==> config.mk <==
export PLATFORM = sky130hd
export DESIGN_NAME = fifo_mem_ctrl
export DESIGN_NICKNAME = d
export VERILOG_FILES = /design/src/rtl/fifo_mem_ctrl_pkg.sv /design/src/rtl/fifo_ptr.sv /design/src/rtl/fifo_mem_ctrl.sv
export SDC_FILE = /design/constraint.sdc
export NUM_CORES = 1
export LEC_CHECK = 0
export CAP_MARGIN = 20
export CELL_PAD_IN_SITES_DETAIL_PLACEMENT = 1
export CELL_PAD_IN_SITES_GLOBAL_PLACEMENT = 1
export CORE_MARGIN = 10
export CORE_UTILIZATION = 28
export CTS_CLUSTER_DIAMETER = 50
export CTS_CLUSTER_SIZE = 14
export DETAILED_ROUTE_END_ITERATION = 6
export PLACE_DENSITY = 0.76
export SLEW_MARGIN = 30
export SYNTH_ARGS = -nofsm -noshare
export SYNTH_HDL_FRONTEND = slang
export SYNTH_SLANG_ARGS = --single-unit
==> constraint.sdc <==
create_clock -name clk -period 3.6 [get_ports clk]
set_input_delay 1.08 -clock clk [delete_from_list [all_inputs] [get_ports clk]]
set_output_delay 1.08 -clock clk [all_outputs]
set_load 0.01 [all_outputs]
==> src/rtl/fifo_mem_ctrl_pkg.sv <==
// Shared defaults for the FIFO controller slice.
// Parameter values used when the block is instantiated without overrides.
package fifo_mem_ctrl_pkg;

  localparam int MEM_WIDTH_DEF = 16;
  localparam int MEM_DEPTH_DEF = 1024;
  localparam int ADD_SIZE_DEF  = 10;
  localparam int AF_LEVEL_DEF  = 1020;

endpackage

==> src/rtl/fifo_ptr.sv <==
// FIFO pointer register with wrap bit.
// Low bits address the RAM; the MSB toggles on every wrap.
module fifo_ptr #(
  parameter int add_size = 10
) (
  input  logic              clk,
  input  logic              rst,
  input  logic              clr,
  input  logic              inc,
  output logic [add_size:0] ptr
);

  always_ff @(posedge clk or negedge rst) begin
    if (!rst) begin
      ptr <= '0;
    end else if (clr) begin
      ptr <= '0;
    end else if (inc) begin
      ptr <= ptr + 1'b1;
    end
  end

endmodule

==> src/rtl/fifo_mem_ctrl.sv <==
// Push/pop FIFO controller driving an external synchronous RAM.
// Tracks occupancy and re-times RAM read data into a valid-qualified stream.
module fifo_mem_ctrl
  import fifo_mem_ctrl_pkg::*;
#(
  parameter int mem_width = MEM_WIDTH_DEF,
  parameter int mem_depth = MEM_DEPTH_DEF,
  parameter int add_size  = ADD_SIZE_DEF,
  parameter int af_level  = AF_LEVEL_DEF
) (
  input  logic                 clk,
  input  logic                 rst,
  input  logic                 clr,
  input  logic                 push,
  input  logic [mem_width-1:0] push_data,
  input  logic                 pop,
  output logic [mem_width-1:0] rd_data,
  output logic                 rd_valid,
  output logic                 full,
  output logic                 empty,
  output logic                 almost_full,
  output logic [add_size:0]    count,
  output logic                 overflow,
  output logic                 underflow,
  output logic                 blk_slect,
  output logic                 wr_en,
  output logic [add_size-1:0]  addr_wr,
  output logic [mem_width-1:0] din,
  output logic                 rd_en,
  output logic [add_size-1:0]  addr_rd,
  input  logic [mem_width-1:0] mem_dout
);

  localparam logic [add_size:0] AF_C =
    (add_size+1)'(af_level);

  if (mem_depth != (1 << add_size)) begin : g_bad_depth
    $error("mem_depth must equal 2**add_size");
  end

  logic [add_size:0] wr_ptr;
  logic [add_size:0] rd_ptr;
  logic              push_acc;
  logic              pop_acc;

  fifo_ptr #(
    .add_size(add_size)
  ) u_wr_ptr (
    .clk(clk),
    .rst(rst),
    .clr(clr),
    .inc(push_acc),
    .ptr(wr_ptr)
  );

  fifo_ptr #(
    .add_size(add_size)
  ) u_rd_ptr (
    .clk(clk),
    .rst(rst),
    .clr(clr),
    .inc(pop_acc),
    .ptr(rd_ptr)
  );

  // Same RAM index with opposite wrap bits means one full lap ahead.
  assign full =
    (wr_ptr[add_size-1:0] == rd_ptr[add_size-1:0]) &
    (wr_ptr[add_size] ^ rd_ptr[add_size]);
  assign empty = (wr_ptr == rd_ptr);

  assign push_acc = push & ~full & ~clr;
  assign pop_acc  = pop & ~empty & ~clr;

  assign wr_en     = push_acc;
  assign rd_en     = pop_acc;
  assign blk_slect = push_acc | pop_acc;
  assign addr_wr   = wr_ptr[add_size-1:0];
  assign addr_rd   = rd_ptr[add_size-1:0];
  assign din       = push_data;

  assign rd_data     = mem_dout;
  assign almost_full = (count >= AF_C);

  always_ff @(posedge clk or negedge rst) begin
    if (!rst) begin
      count <= '0;
    end else if (clr) begin
      count <= '0;
    end else begin
      unique case ({push_acc, pop_acc})
        2'b10:   count <= count + 1'b1;
        2'b01:   count <= count - 1'b1;
        default: count <= count;
      endcase
    end
  end

  always_ff @(posedge clk or negedge rst) begin
    if (!rst) begin
      overflow  <= 1'b0;
      underflow <= 1'b0;
      rd_valid  <= 1'b0;
    end else if (clr) begin
      overflow  <= 1'b0;
      underflow <= 1'b0;
      rd_valid  <= 1'b0;
    end else begin
      if (push & full) begin
        overflow <= 1'b1;
      end
      if (pop & empty) begin
        underflow <= 1'b1;
      end
      rd_valid <= pop_acc;
    end
  end

endmodule

==> run metrics <==
multi-input logic area=1330 sq um; Die Span Y=118 microns; CTS tree=yes; Final Slew Violations=0; Reg-to-Reg Start=u_rd_ptr.ptr[8]; CP Max Fanout=3; DP HPWL=5.75 mm; CP Class=input pin to output pin; port bufs=44; Reg2Reg Depth=13; main combinational cell family by area after synthesis=buffers and inverters; Final nets=376; hold crit path type=register to register; Final WS setup=0.0970 ns; worst r2r dst=count[10]; RSZ-0062 raised after global routing=no; Post-Layout Inst Area=3230 sq um; largest cells by area after synthesis=dfrtp_1 (34%), buf_4 (15%), xnor2_1 (7.9%), nor2_1 (5.9%), ha_1 (5.2%); dpl cells=447; layout cells sized above 1=18.0%; total power draw=1.17 mW; pwr dens=362 nW/um^2; RD Place Congestion=0.831; # setup viols final=0; # diodes=0; Worst Tran Pin Value=0.482 ns; hold depth=2; worst path required time=2.52 ns; register area=901 sq um; Syn Nets=349; synth warn=0; Starting Density=28.9%; FFs w/ async S/R, synth=100%; drt wl/cell=16.4 microns; Worst Hold Endpoint=underflow; Synth Area in Compound Gates=7.60%; clock tree buffer depth=2; CTS H-Tree Depth=2; Synth Area in Simple Gates=18.2%; slew margin rel.=67.8%; share of the yosys chip area belonging to registers=33.8%; min Tclk post-route=3.50 ns; syn avg cell area=8.89 sq um; clk_lat worst skew=0.30 ns; Cell Area, Synth=2670 sq um; routed vias=2151; grt total ovfl=0; Clock Skew=0.00769 ns; status=finished, final reports clean; First-pass DRT Iterations=4; xor and xnor fraction of the mapped netlist area=12.8%; DRT antenna net count=0; Worst setup SP type=input pin; Routed WL=7.48 mm; num rows=35; Die W=118 microns; Post-Synth Adder-Cell Area=5.91%; Iter 0 DRT Violations=72; Area Growth Syn to Fin=21.2%; final hold violation count=0; HP Start=underflow; DP Area=3090 sq um; Final Core Density=35.0%; Place WS=-0.338 ns; final cell count without fillers=457; crit path DAT=2.42 ns; largest net degree at the start of global routing=37; IO Count=109; post-synth cell types=39; Filler Cell Count=1075; number of global-route vias before repair=2254; Reg2Reg Setup Slack=0.30 ns; Post-synth EDFFs=0; Main synth FF type=dfrtp_1; Peak Freq=285 MHz; crit path capture type=output pin; Post-CTS Hold Buffers=0; crit share post-route=97.3%; clk root buf=clkbuf_8; DRC viols=0; post-synth top area share=33.8%; via/cell ratio=4.71; clock-pin slew on the worst setup and hold paths=0.08 ns; Num CTS Buffers=5; IR drop worst, VDD=160 uV; area leader, netlist=dfrtp_1; Syn Inst Count=300; LEAKAGE=1.48 nW; first-pass GRT wire length=12.2 mm; max cap viols=0; CTS sink cnt=36; Synth Register Bits=36; die area=13800 sq um; core area=9240 sq um; final hold slack=0.506 ns; setup tns final=0 ns; initial antenna violation count=0; mux cell area share after synthesis=3.42%; Tot GR Track Use=10.6%
==> cell families (layout without fill, tap and decap cells) <==
kind of cell	after synthesis	count (layout)
AO/OA/AOI/OAI	30	30
buffers and inverters	73	101
XOR/XNOR	39	39
AND/OR/NAND/NOR	101	101
multiplexers	9	9
flip-flops	36	36
adder cells (fa/ha/maj)	12	12
==> how the worst max path moves through the flow <==
stage	startpoint	to	cells past startpoint
3_3_place_gp	pop	count[10]	12
2_1_floorplan	pop	count[10]	13
3_5_place_dp	pop	count[10]	12
5_1_grt	push	count[10]	12
6_report	push	blk_slect	5
4_1_cts	pop	count[10]	12
==> placed cells by master (no fill, tap or decap), drive strengths merged, types with 2 or more instances in the layout <==
cell | Yosys | routed
nand3 | 7 | 7
nor2b | 4 | 4
a21oi | 12 | 12
mux2i | 8 | 8
nor2 | 42 | 42
o31ai | 2 | 2
inv | 12 | 12
clkbuf | 4 | 5
a41o | 2 | 2
xor2 | 15 | 15
dlygate4sd2 | 0 | 3
buf | 57 | 38
xnor2 | 24 | 24
clkdlybuf4s50 | 0 | 39
clkinv | 0 | 3
or3 | 3 | 3
nand2 | 14 | 14
nor3 | 10 | 10
nand2b | 2 | 2
nand4 | 7 | 7
o211ai | 2 | 2
ha | 11 | 11
dfrtp | 36 | 36
o21ai | 5 | 5
nor4 | 8 | 8
==> cell type report <==
cell class	count	share of cell area [%]
clock buffer	5	2.13
clock inverter	3	0.580
inverter	12	1.39
multi-input combinational	191	41.0
sequential	36	27.9
tap	129	4.99
timing repair buffer	81	22.1
==> report_power, final <==
group / internal, mW / switching [mW] / total (mW) / leakage (nW)
Clock: 0.135 / 0.168 / 0.303 / 0.0479
Sequential: 0.433 / 0.0385 / 0.471 / 0.496
Combinational: 0.196 / 0.199 / 0.395 / 0.941
==> critical path: stages <==
cell	delay, ns
clkdlybuf4s50_1	0.48
inv_1	0.06
a41o_1	0.25
a21oi_1	0.24
dlygate4sd2_1	0.32
==> metal layers <==
layer	GRT usage, %	share of wire, %
met4	4.56	2.2
met1	11.8	41
met3	3.93	8.0
met5	0	0
met2	17.5	49
==> cell usage after synthesis (all sizes together) (2+ instances only) <==
cell / n
o211ai: 2
xor2: 15
nor4: 8
mux2i: 8
nor3: 10
xnor2: 24
nor2: 42
buf: 57
nand3: 7
nor2b: 4
ha: 11
clkbuf: 4
dfrtp: 36
or3: 3
a41o: 2
nand4: 7
nand2: 14
o21ai: 5
inv: 12
o31ai: 2
nand2b: 2
a21oi: 12
==> flip-flops by register name, indices dropped and copies added, names as in the netlist <==
name          flops
count            11
overflow          1
rd_valid          1
u_rd_ptr.ptr     11
u_wr_ptr.ptr     11
underflow         1
==> repair_timing <==
action                                  in CTS  in global routing
endpoints found under the setup margin       4                  5
cloned                                       0                  0
resized for setup                            3                  9
buffers inserted                             0                  2
pin swaps                                    1                  4
No activity file was read; power rests on OpenSTA's default activity.
